**src/rtl/debounce_pkg.sv**
```systemverilog
// Shared state encoding and sizing helper for the push-button debouncer.
package debounce_pkg;

   typedef enum logic [1:0] {
      S_LOW       = 2'd0,
      S_WAIT_HIGH = 2'd1,
      S_HIGH      = 2'd2,
      S_WAIT_LOW  = 2'd3
   } state_t;

   // Tick counter width; a single-tick debounce still needs one bit.
   function automatic int cnt_width(input int n);
      return (n > 1) ? $clog2(n) : 1;
   endfunction

endpackage

```
**src/rtl/debounce_sync.sv**
```systemverilog
// Multi-stage flop synchroniser for a single asynchronous level.
module sync_ff #(
   parameter int STAGES = 2
) (
   input  logic clk,
   input  logic reset,
   input  logic d,
   output logic q
);

   logic [STAGES-1:0] chain_reg;

   genvar gi;
   generate
      for (gi = 0; gi < STAGES; gi++) begin : g_stage
         if (gi == 0) begin : g_first
            always_ff @(posedge clk) begin
               if (reset) chain_reg[gi] <= 1'b0;
               else       chain_reg[gi] <= d;
            end
         end else begin : g_next
            always_ff @(posedge clk) begin
               if (reset) chain_reg[gi] <= 1'b0;
               else       chain_reg[gi] <= chain_reg[gi-1];
            end
         end
      end
   endgenerate

   assign q = chain_reg[STAGES-1];

endmodule

```
**src/rtl/debounce_fsm.sv**
```systemverilog
// Button debouncer: qualifies the synchronised level over STABLE_TICKS timer
// ticks and emits a clean level, edge pulses and a press toggle.
import debounce_pkg::*;

module debounce_fsm #(
   parameter int STABLE_TICKS = 4,
   parameter int SYNC_STAGES  = 2
) (
   input  logic clk,
   input  logic reset,
   input  logic btn_in,
   input  logic tick,
   output logic tmr_en,
   output logic db_level,
   output logic db_rise,
   output logic db_fall,
   output logic toggle_out
);

   localparam int CNT_W = cnt_width(STABLE_TICKS);
   localparam logic [CNT_W-1:0] CNT_LAST = CNT_W'(STABLE_TICKS - 1);

   logic             btn_s;
   state_t           state_reg, state_next;
   logic [CNT_W-1:0] cnt_reg, cnt_next;
   logic             level_reg, level_next;
   logic             rise_reg, rise_next;
   logic             fall_reg, fall_next;
   logic             toggle_reg, toggle_next;

   sync_ff #(
      .STAGES (SYNC_STAGES)
   ) u_sync (
      .clk   (clk),
      .reset (reset),
      .d     (btn_in),
      .q     (btn_s)
   );

   always_ff @(posedge clk) begin
      if (reset) begin
         state_reg  <= S_LOW;
         cnt_reg    <= '0;
         level_reg  <= 1'b0;
         rise_reg   <= 1'b0;
         fall_reg   <= 1'b0;
         toggle_reg <= 1'b0;
      end else begin
         state_reg  <= state_next;
         cnt_reg    <= cnt_next;
         level_reg  <= level_next;
         rise_reg   <= rise_next;
         fall_reg   <= fall_next;
         toggle_reg <= toggle_next;
      end
   end

   // A reverting input is checked before the tick so a bounce always aborts.
   always_comb begin
      state_next  = state_reg;
      cnt_next    = cnt_reg;
      level_next  = level_reg;
      rise_next   = 1'b0;
      fall_next   = 1'b0;
      toggle_next = toggle_reg;
      case (state_reg)
         S_LOW: begin
            if (btn_s) begin
               state_next = S_WAIT_HIGH;
               cnt_next   = '0;
            end
         end
         S_WAIT_HIGH: begin
            if (!btn_s) begin
               state_next = S_LOW;
               cnt_next   = '0;
            end else if (tick) begin
               if (cnt_reg == CNT_LAST) begin
                  state_next  = S_HIGH;
                  cnt_next    = '0;
                  level_next  = 1'b1;
                  rise_next   = 1'b1;
                  toggle_next = ~toggle_reg;
               end else begin
                  cnt_next = cnt_reg + 1'b1;
               end
            end
         end
         S_HIGH: begin
            if (!btn_s) begin
               state_next = S_WAIT_LOW;
               cnt_next   = '0;
            end
         end
         S_WAIT_LOW: begin
            if (btn_s) begin
               state_next = S_HIGH;
               cnt_next   = '0;
            end else if (tick) begin
               if (cnt_reg == CNT_LAST) begin
                  state_next = S_LOW;
                  cnt_next   = '0;
                  level_next = 1'b0;
                  fall_next  = 1'b1;
               end else begin
                  cnt_next = cnt_reg + 1'b1;
               end
            end
         end
         default: begin
            state_next = S_LOW;
            cnt_next   = '0;
         end
      endcase
   end

   assign tmr_en     = (state_reg == S_WAIT_HIGH) || (state_reg == S_WAIT_LOW);
   assign db_level   = level_reg;
   assign db_rise    = rise_reg;
   assign db_fall    = fall_reg;
   assign toggle_out = toggle_reg;

endmodule

```
**config.mk**
```make
export PLATFORM = sky130hd
export DESIGN_NAME = debounce_fsm
export DESIGN_NICKNAME = d
export VERILOG_FILES = /design/src/rtl/debounce_pkg.sv /design/src/rtl/debounce_sync.sv /design/src/rtl/debounce_fsm.sv
export SDC_FILE = /design/constraint.sdc
export NUM_CORES = 1
export LEC_CHECK = 0
export CAP_MARGIN = 15
export CORE_AREA = 2 2 39 41
export DETAILED_ROUTE_END_ITERATION = 10
export DIE_AREA = 0 0 41 43
export PLACE_DENSITY = 0.62
export RECOVER_POWER = 25
export SETUP_SLACK_MARGIN = 0.05
export SYNTH_ARGS = -nofsm -noshare
export SYNTH_HDL_FRONTEND = slang
export SYNTH_SLANG_ARGS = --single-unit
```
**constraint.sdc**
```tcl
create_clock -name clk -period 2.7 [get_ports clk]
set_clock_uncertainty 0.05 [all_clocks]
set_input_delay 0.54 -clock clk [delete_from_list [all_inputs] [get_ports clk]]
set_output_delay 0.54 -clock clk [all_outputs]
set_load 0.01 [all_outputs]
```
Word-level counts from Yosys, hierarchy flattened
Index checks and enable logic that the tools add are counted.
{"block": "totals", "input_bits": 4, "reg_bits": 10, "word_cells": 63}
{"block": "classes", "add_sub_neg": 1, "n_mux": 25, "bitwise_logic": 4, "n_reduce_logical": 9, "eq_ne": 16}
{"operator": "$mux W2", "n": 14}
{"operator": "$pmux W2 S4", "n": 2}
{"operator": "$ne A2 B2 Y1 const B", "n": 6}
{"operator": "$mux W1", "n": 8}
{"operator": "$reduce_and A7 Y1", "n": 1}
{"operator": "$eq A2 B2 Y1 const B", "n": 3}
{"operator": "$ne A3 B2 Y1 const B", "n": 2}
{"operator": "$ne A3 B3 Y1 const B", "n": 2}
{"operator": "$reduce_and A6 Y1", "n": 1}
{"operator": "$reduce_or A3 Y1", "n": 2}
{"operator": "$ne A2 B1 Y1 const B", "n": 2}
{"operator": "$not A1 Y1", "n": 4}
{"operator": "$reduce_and A4 Y1", "n": 1}
{"operator": "$add A2 B1 Y2 const B", "n": 1}
{"operator": "$eq A2 B1 Y1 const B", "n": 1}
{"operator": "$logic_not A2 Y1", "n": 1}
{"operator": "$pmux W1 S2", "n": 1}
{"operator": "$reduce_and A2 Y1", "n": 1}
{"operator": "$reduce_bool A2 Y1", "n": 1}
{"operator": "$logic_or A1 B1 Y1", "n": 1}

Longest topological paths before layout
Gate-level depths: netlist of the first run.
{"block": "depth", "word_depth": 5, "mapped_depth": 4, "mapped_depth_nobuf": 4}

Hierarchy
A second synthesis of the first run with hierarchy kept.
{"block": "hier_totals", "cells_unflattened": 42, "hier_area_um2": 415.4}
{"module": "debounce_fsm", "n_inst": 1, "cells_per_inst": 38, "seq_area_each_um2": 160.2, "area_each_um2": 362.8}
{"module": "sync_ff", "n_inst": 1, "cells_per_inst": 4, "seq_area_each_um2": 40.0, "area_each_um2": 52.6}

Least setup slack after synthesis of the first run
OpenSTA, ideal clock, no wires.
{"block": "synth_path", "path_type": "input -> register", "start": "in tick", "end": "reg cnt_reg[0]", "cell_stages": 3, "slack_ns": 1.390, "setup_ns": 0.074, "arrival_ns": 1.187, "required_time_ns": 2.576, "path_cell_list": "nand2_1 -> or4_1 -> o211ai_2"}
{"block": "synth_between", "elab_chain_cells": 3, "elab_cells_between_ends": 4}
{"item": "start: declaration", "line": "debounce_fsm.sv:12", "source": "input logic tick,"}
{"item": "$mux W2 *"}
{"item": "$mux W2 (on tied branches)"}
{"item": "$pmux W2 S4 *"}
{"item": "end signal: assignment", "line": "debounce_fsm.sv:50", "source": "cnt_reg <= cnt_next;"}
{"item": "end: declaration", "line": "debounce_fsm.sv:25", "source": "logic [CNT_W-1:0] cnt_reg, cnt_next;"}
Mark *: on every way between the ends. The rest lies on a longest branch, timed or not.
A chain may end at the register's enable or synchronous reset.

Worst setup path after layout of the first run
{"block": "layout_path", "start": "reg state_reg[0]", "end": "out tmr_en"}
{"block": "layout_between", "elab_chain_cells": 2, "elab_cells_between_ends": 3}
{"item": "start: declaration", "line": "debounce_fsm.sv:24", "source": "state_t state_reg, state_next;"}
{"item": "start signal: assignment", "line": "debounce_fsm.sv:49", "source": "state_reg <= state_next;"}
{"item": "$eq A2 B1 Y1 / $eq A2 B2 Y1 (equally long branches)", "line": "debounce_fsm.sv:117", "source": "assign tmr_en = (state_reg == S_WAIT_HIGH) || (state_reg == S_WAIT_LOW);"}
{"item": "$logic_or A1 B1 Y1 *", "line": "debounce_fsm.sv:117"}
{"item": "end: declaration", "line": "debounce_fsm.sv:13", "source": "output logic tmr_en,"}
Marked as above.

==> results by group, run 1 <==
Power and ir drop
  – Static Leak: 0.1792 nW
  – Power Density: 514.6 nW/um^2
  – VDD IR max: 149.5 uV

STA
  – Max frequency: 0.5208 GHz
  – Hold WS: 397.2 ps
  – Setup_tns: 0 ps
  – Final number of max-transition violations: 0
  – Crit share post-route: 0.7112
  – Worst Tran Pin Value: 482.3 ps
  – Final worst setup slack: 779.7 ps
  – Max-Slew Margin vs Limit: 0.6761
  – Final Hold Fails: 0
  – Setup violations, final: 0
  – Unrepaired setup endpoints after global routing: no
  – Min Tclk post-route: 1920 ps

Logic synthesis
  – Synth top area share: 0.4908
  – #FFs+latches synth: 10
  – Synthesized cell area: 407.9 sq um
  – EDFF count, synth: 0
  – Synth Area in Adders: 0.03067
  – Top-count cell post-synth: dfxtp_1
  – Post-synthesis sequential area ratio: 0.4908
  – Netlist cell types: 22
  – Synth async-reset ratio: 0
  – Post-synthesis xor/xnor area fraction: 0.02147
  – Warnings from Yosys: 0
  – Syn nets: 48
  – Main synth FF type: dfxtp_1
  – Post-synthesis mux area share: 0
  – Simple-Gate Fraction of Synth Area: 0.2853
  – Mean post-synth cell area: 9.486 sq um
  – Main combinational cell family by area after synthesis: simple AND/OR/NAND/NOR gates
  – Post-synthesis compound-gate area fraction: 0.1319
  – Top cells by area, synth: dfxtp_1, nand2_1, nor4b_1
  – Synth cell count leaders: dfxtp_1, nand2_1, a21oi_1
  – Post-Synthesis Cells: 43
  – Post-synth top area cell: dfxtp_1

Min path
  – Worst Hold Depth: 1
  – Worst min path class: flop to flop

Global routing
  – Vias in the first global route: 284
  – Largest net degree at the start of global routing: 15
  – Global-route wire length before repair: 1207 microns
  – Grt ovf: 0
  – Initial antenna violation count: 0
  – GRT Overall Usage: 0.1065

Route
  – Vias/cell: 5.060
  – DR vias: 339
  – Post-route DRC violation count: 0
  – Post-route ant nets: 0
  – Wirelength, routed: 701 microns
  – Drt wl/cell: 10.46 microns
  – Length of the first detailed-routing pass in iterations: 2
  – Drt initial violations: 2

Setup path
  – WP data required: 2110 ps
  – R2r worst-path depth: 3
  – Number of stages on the worst setup path: 1
  – CP Buf/Inv Count: 1
  – Slowest stage delay, CP: 590 ps
  – CP max FO: 9
  – Worst path slowest cell: clkdlybuf4s50_1
  – CP Class: flop to output pin
  – CP delay by family, top: buffers and inverters
  – Worst path cell trace: clkdlybuf4s50_1
  – Arrival time at the worst endpoint: 1330 ps
  – Kind of end point of the critical path: output pin
  – Worst setup SP type: flop

Placement
  – DP HPWL: 511.4 microns
  – Placed Area: 495.5 sq um
  – PortBufs: 8
  – Place WS: 687.9 ps
  – Final Wtd Congestion: 0.7051

Clock tree
  – Clk sinks: 10
  – Clk buf depth: 2
  – Clock slew seen by the registers of the worst setup and hold paths: 60 ps
  – Resized Gates After CTS: 0
  – Later-pin clock latency in the skew report: 260 ps
  – CTS tree: done
  – Setup Fix Bufs, Post-CTS: 0
  – CTS buffer count: 3
  – H-tree depth: 1
  – Clock Tree Root: clkbuf_4
  – Hold-fix buffers, CTS: 0

Layout
  – Area delta synth->final: 26.99%
  – Design area: 518.0 sq um
  – Nets: 58
  – Ratio of cells with drive above 1 in the final layout: 0.07843
  – Ant. Diodes: 0
  – Max FFs per register: 2

Die
  – Die area: 1763 sq um
  – Die height: 43 microns
  – Die width: 41 microns
  – I/O pins: 9
  – Row count: 14
  – Initial Utilization: 0.2948
  – Core Box Area: 1384 sq um

Job
  – MaxCap Viol Count: 0

Status
  – Status: completed
-- through the flow --
stage	power, mW	utilization	instances
floorplan	0.1649	-	43
global placement	0.1749	0.3580	64
detailed placement	0.1751	0.3580	64
CTS	0.2724	0.3743	67
global route	0.2827	0.3743	67
finish	0.2666	0.3743	67
-- area by class of cell --
type / instances / area, sq um
multi-input combinational: 29 / 191.4
sequential: 10 / 200.2
tap: 16 / 20.02
clock buffer: 3 / 22.52
fill: 156 / 865.8
timing repair buffer: 8 / 80.08
inverter: 1 / 3.754
-- cell families (layout without fill, tap and decap cells) --
logic type / count (synthesis) / in the layout
AO/OA/AOI/OAI: 8 / 8
XOR/XNOR: 1 / 1
adder cells (fa/ha/maj): 1 / 1
buffers and inverters: 4 / 12
flip-flops: 10 / 10
AND/OR/NAND/NOR: 19 / 19
-- worst paths after layout --
kind | end | slack, ps | start
worst max-delay path | tmr_en | 780 | state_reg[0]$_SDFFE_PP0P_
worst min-delay path | u_sync.q$_SDFF_PP0_ | 400 | u_sync.chain_reg[0]$_SDFF_PP0_
worst max register to register | cnt_reg[1]$_SDFFE_PP0P_ | 1250 | flop
worst min register to register | u_sync.q$_SDFF_PP0_ | 400 | u_sync.chain_reg[0]$_SDFF_PP0_
-- layout by cell type (no fill, tap or decap), drive strengths merged --
cell,count
dlygate4sd3,1
inv,1
xnor2,1
nor4,1
nand3,1
ha,1
or3,2
nor4bb,1
nor4b,2
a21oi,3
nor3,1
o21ai,2
a311oi,1
nand2,5
nand4,1
dfxtp,10
or4,2
a21o,1
clkbuf,3
nor2b,2
nor3b,1
clkdlybuf4s50,7
o211ai,1
-- power by group --
group	internal (mW)	switching, mW	leakage [nW]
registers	0.151	0.00268	0.0812
clock network	0.0511	0.0441	0.0138
logic	0.00966	0.00818	0.0842
total	0.212	0.0549	0.179
-- metal layers --
| metal | GRT usage | share of wire |
|---|---|---|
| met2 | 0.1313 | 0.41 |
| met3 | 0.06283 | 0.056 |
| met5 | 0 | 0 |
| met1 | 0.1290 | 0.50 |
| met4 | 0.08000 | 0.039 |
No activity file was read; power rests on OpenSTA's default activity.
==> run 2, diff against run 1 <==
- clock period: 2.7 -> 1.8 ns (I/O delays scaled with it)
==> results by group, run 2 (synthesis gave the netlist of run 1 again) <==
Status
  – Status: completed

Min path
  – Hold path endpoint: u_sync.q$_SDFF_PP0_
  – Hold path start: u_sync.chain_reg[0]$_SDFF_PP0_
  – Worst Hold Depth: 1 (unchanged)
  – Worst min path class: flop to flop

Clock tree
  – Clock Tree Root: clkbuf_4
  – CTS buffer count: 3 (unchanged)
  – Clk buf depth: 2 (unchanged)
  – Clock slew seen by the registers of the worst setup and hold paths: 60 ps (about the same)
  – H-tree depth: 1 (unchanged)
  – Resized Gates After CTS: 0 (unchanged)
  – Clk sinks: 10 (unchanged)
  – CTS tree: done
  – Later-pin clock latency in the skew report: 260 ps (about the same)
  – Hold-fix buffers, CTS: 0 (unchanged)
  – Setup Fix Bufs, Post-CTS: 0 (unchanged)

STA
  – Final worst setup slack: 168.1 ps (-611.6 ps)
  – Setup violations, final: 0 (unchanged)
  – Max frequency: 0.6128 GHz
  – Crit share post-route: 0.9066
  – Min Tclk post-route: 1632 ps
  – Final number of max-transition violations: 0 (unchanged)
  – Worst Tran Pin Value: 479.0 ps (-3.360 ps)
  – Final Hold Fails: 0 (unchanged)
  – Unrepaired setup endpoints after global routing: no
  – Max-Slew Margin vs Limit: 0.6784 (+0.002256)
  – Setup_tns: 0 ps (unchanged)

Global routing
  – Largest net degree at the start of global routing: 10 (-5)
  – Vias in the first global route: 311 (+9.5%)
  – GRT Overall Usage: 0.1177 (+0.01117)
  – Grt ovf: 0 (unchanged)
  – M2 GR Usage: 0.1500 (+0.01875)
  – M3 GR Usage: 0.06283 (unchanged)
  – Met1 GRT Util: 0.1456 (+0.01660)
  – Global-route wire length before repair: 1338 microns (+11%)
  – Initial antenna violation count: 0 (unchanged)
  – GRT Max-Usage Layer: met2

Setup path
  – Flop-to-flop setup slack: 360 ps (-890 ps)
  – Kind of end point of the critical path: output pin
  – WP data required: 1390 ps (-720 ps)
  – R2r worst-path depth: 3 (unchanged)
  – Reg2reg end: cnt_reg[1]$_SDFFE_PP0P_
  – Worst path cell trace: clkdlybuf4s50_1
  – CP max FO: 9 (unchanged)
  – Worst path slowest cell: clkdlybuf4s50_1
  – CP Class: flop to output pin
  – Slowest stage delay, CP: 560 ps (-30 ps)
  – CP delay by family, top: buffers and inverters
  – Setup crit start: state_reg[0]$_SDFFE_PP0P_
  – CP Buf/Inv Count: 1 (unchanged)
  – Arrival time at the worst endpoint: 1220 ps (-110 ps)
  – Worst setup SP type: flop

Route
  – DR vias: 349 (+2.9%)
  – Drt wl/cell: 10.44 microns (-0.25%)
  – Wirelength, routed: 741 microns (+5.7%)
  – Vias/cell: 4.915 (-2.9%)
  – Post-route ant nets: 0 (unchanged)
  – Length of the first detailed-routing pass in iterations: 2 (unchanged)
  – Post-route DRC violation count: 0 (unchanged)
  – Drt initial violations: 2 (unchanged)

Power and ir drop
  – VDD IR max: 319.6 uV (+110%)
  – Power Density: 753.6 nW/um^2 (+46%)
  – Tot Pwr: 0.4083 mW (+53%)
  – Static Leak: 0.1909 nW (+6.6%)

Layout
  – Nets: 62 (+6.9%)
  – Design area: 541.8 sq um (+4.6%)
  – Ratio of cells with drive above 1 in the final layout: 0.1273 (+0.04884)
  – Max FFs per register: 2 (unchanged)
  – Ant. Diodes: 0 (unchanged)
  – # fillers: 144 (-7.7%)
  – Most frequent cells in the layout: dfxtp_1, clkdlybuf4s50_1, nand2_1, a21oi_1, clkbuf_4
  – Area delta synth->final: 32.82%
  – Most common cell after layout, fill and taps aside: dfxtp_1
  – Final core utilization: 0.3915 (+0.01718)

Die
  – Die height: 43 microns (unchanged)
  – I/O pins: 9 (unchanged)
  – Core Box Area: 1384 sq um (unchanged)
  – Die width: 41 microns (unchanged)
  – Initial Utilization: 0.2948 (unchanged)
  – Die area: 1763 sq um (unchanged)
  – Row count: 14 (unchanged)

Placement
  – Final Wtd Congestion: 0.8469 (+20%)
  – Placed Area: 525.5 sq um (+6.1%)
  – PortBufs: 8 (unchanged)
  – DP HPWL: 541.4 microns (+5.9%)
  – Place WS: 79.51 ps (-608.4 ps)

Job
  – MaxCap Viol Count: 0 (unchanged)
## run 2: cell count changes in the layout (fill, tap and decap cells not counted)
cell,change
dfxtp_2,+1
clkbuf_1,+2
buf_4,+2
dfxtp_1,-1
## run 2: how the worst max path moves through the flow
stage | to | slack, ps | depth (start not counted)
after detailed placement | cnt_reg[0]$_SDFFE_PP0P_ | 80 | 4
after global routing | tmr_en | 110 | 1
final | tmr_en | 170 | 1
after global placement | cnt_reg[0]$_SDFFE_PP0P_ | 110 | 4
after CTS | tmr_en | 50 | 1
after floorplan | cnt_reg[0]$_SDFFE_PP0P_ | 510 | 3
## run 2: per-layer routing
metal | up-vias | part of all wire
met3 | 4 | 0.059
met5 | - | 0
met2 | 10 | 0.41
met1 | 152 | 0.49
li1 | 183 | -
met4 | 0 | 0.034
## run 2: where the power goes
part	switching, mW	total [mW]	internal (mW)	leakage [nW]
combinational	0.0129	0.0296	0.0167	0.0955
clock	0.0713	0.148	0.0770	0.0138
sequential	0.00403	0.230	0.226	0.0817
## run 2: final cells by class
class,count,area (sq um),area share
Tap cell,16,20.02,0.03695
Inverter,1,3.754,0.006928
Clock buffer,3,22.52,0.04157
Multi-Input combinational cell,29,191.4,0.3533
Timing Repair Buffer,12,102.6,0.1894
Sequential cell,10,201.4,0.3718
## run 2: metrics by stage
stage	cells	hold WS (ps)
CTS	71	394.8
detailed placement	68	378.9
floorplan	43	363.8
global placement	68	369.0
global route	71	433.5
finish	71	393.5
==> run 3, diff against run 2 <==
- SLEW_MARGIN: default -> 20
==> results of run 3 <==
No change in the layout: final DEF, timing and power equal those of run 2.
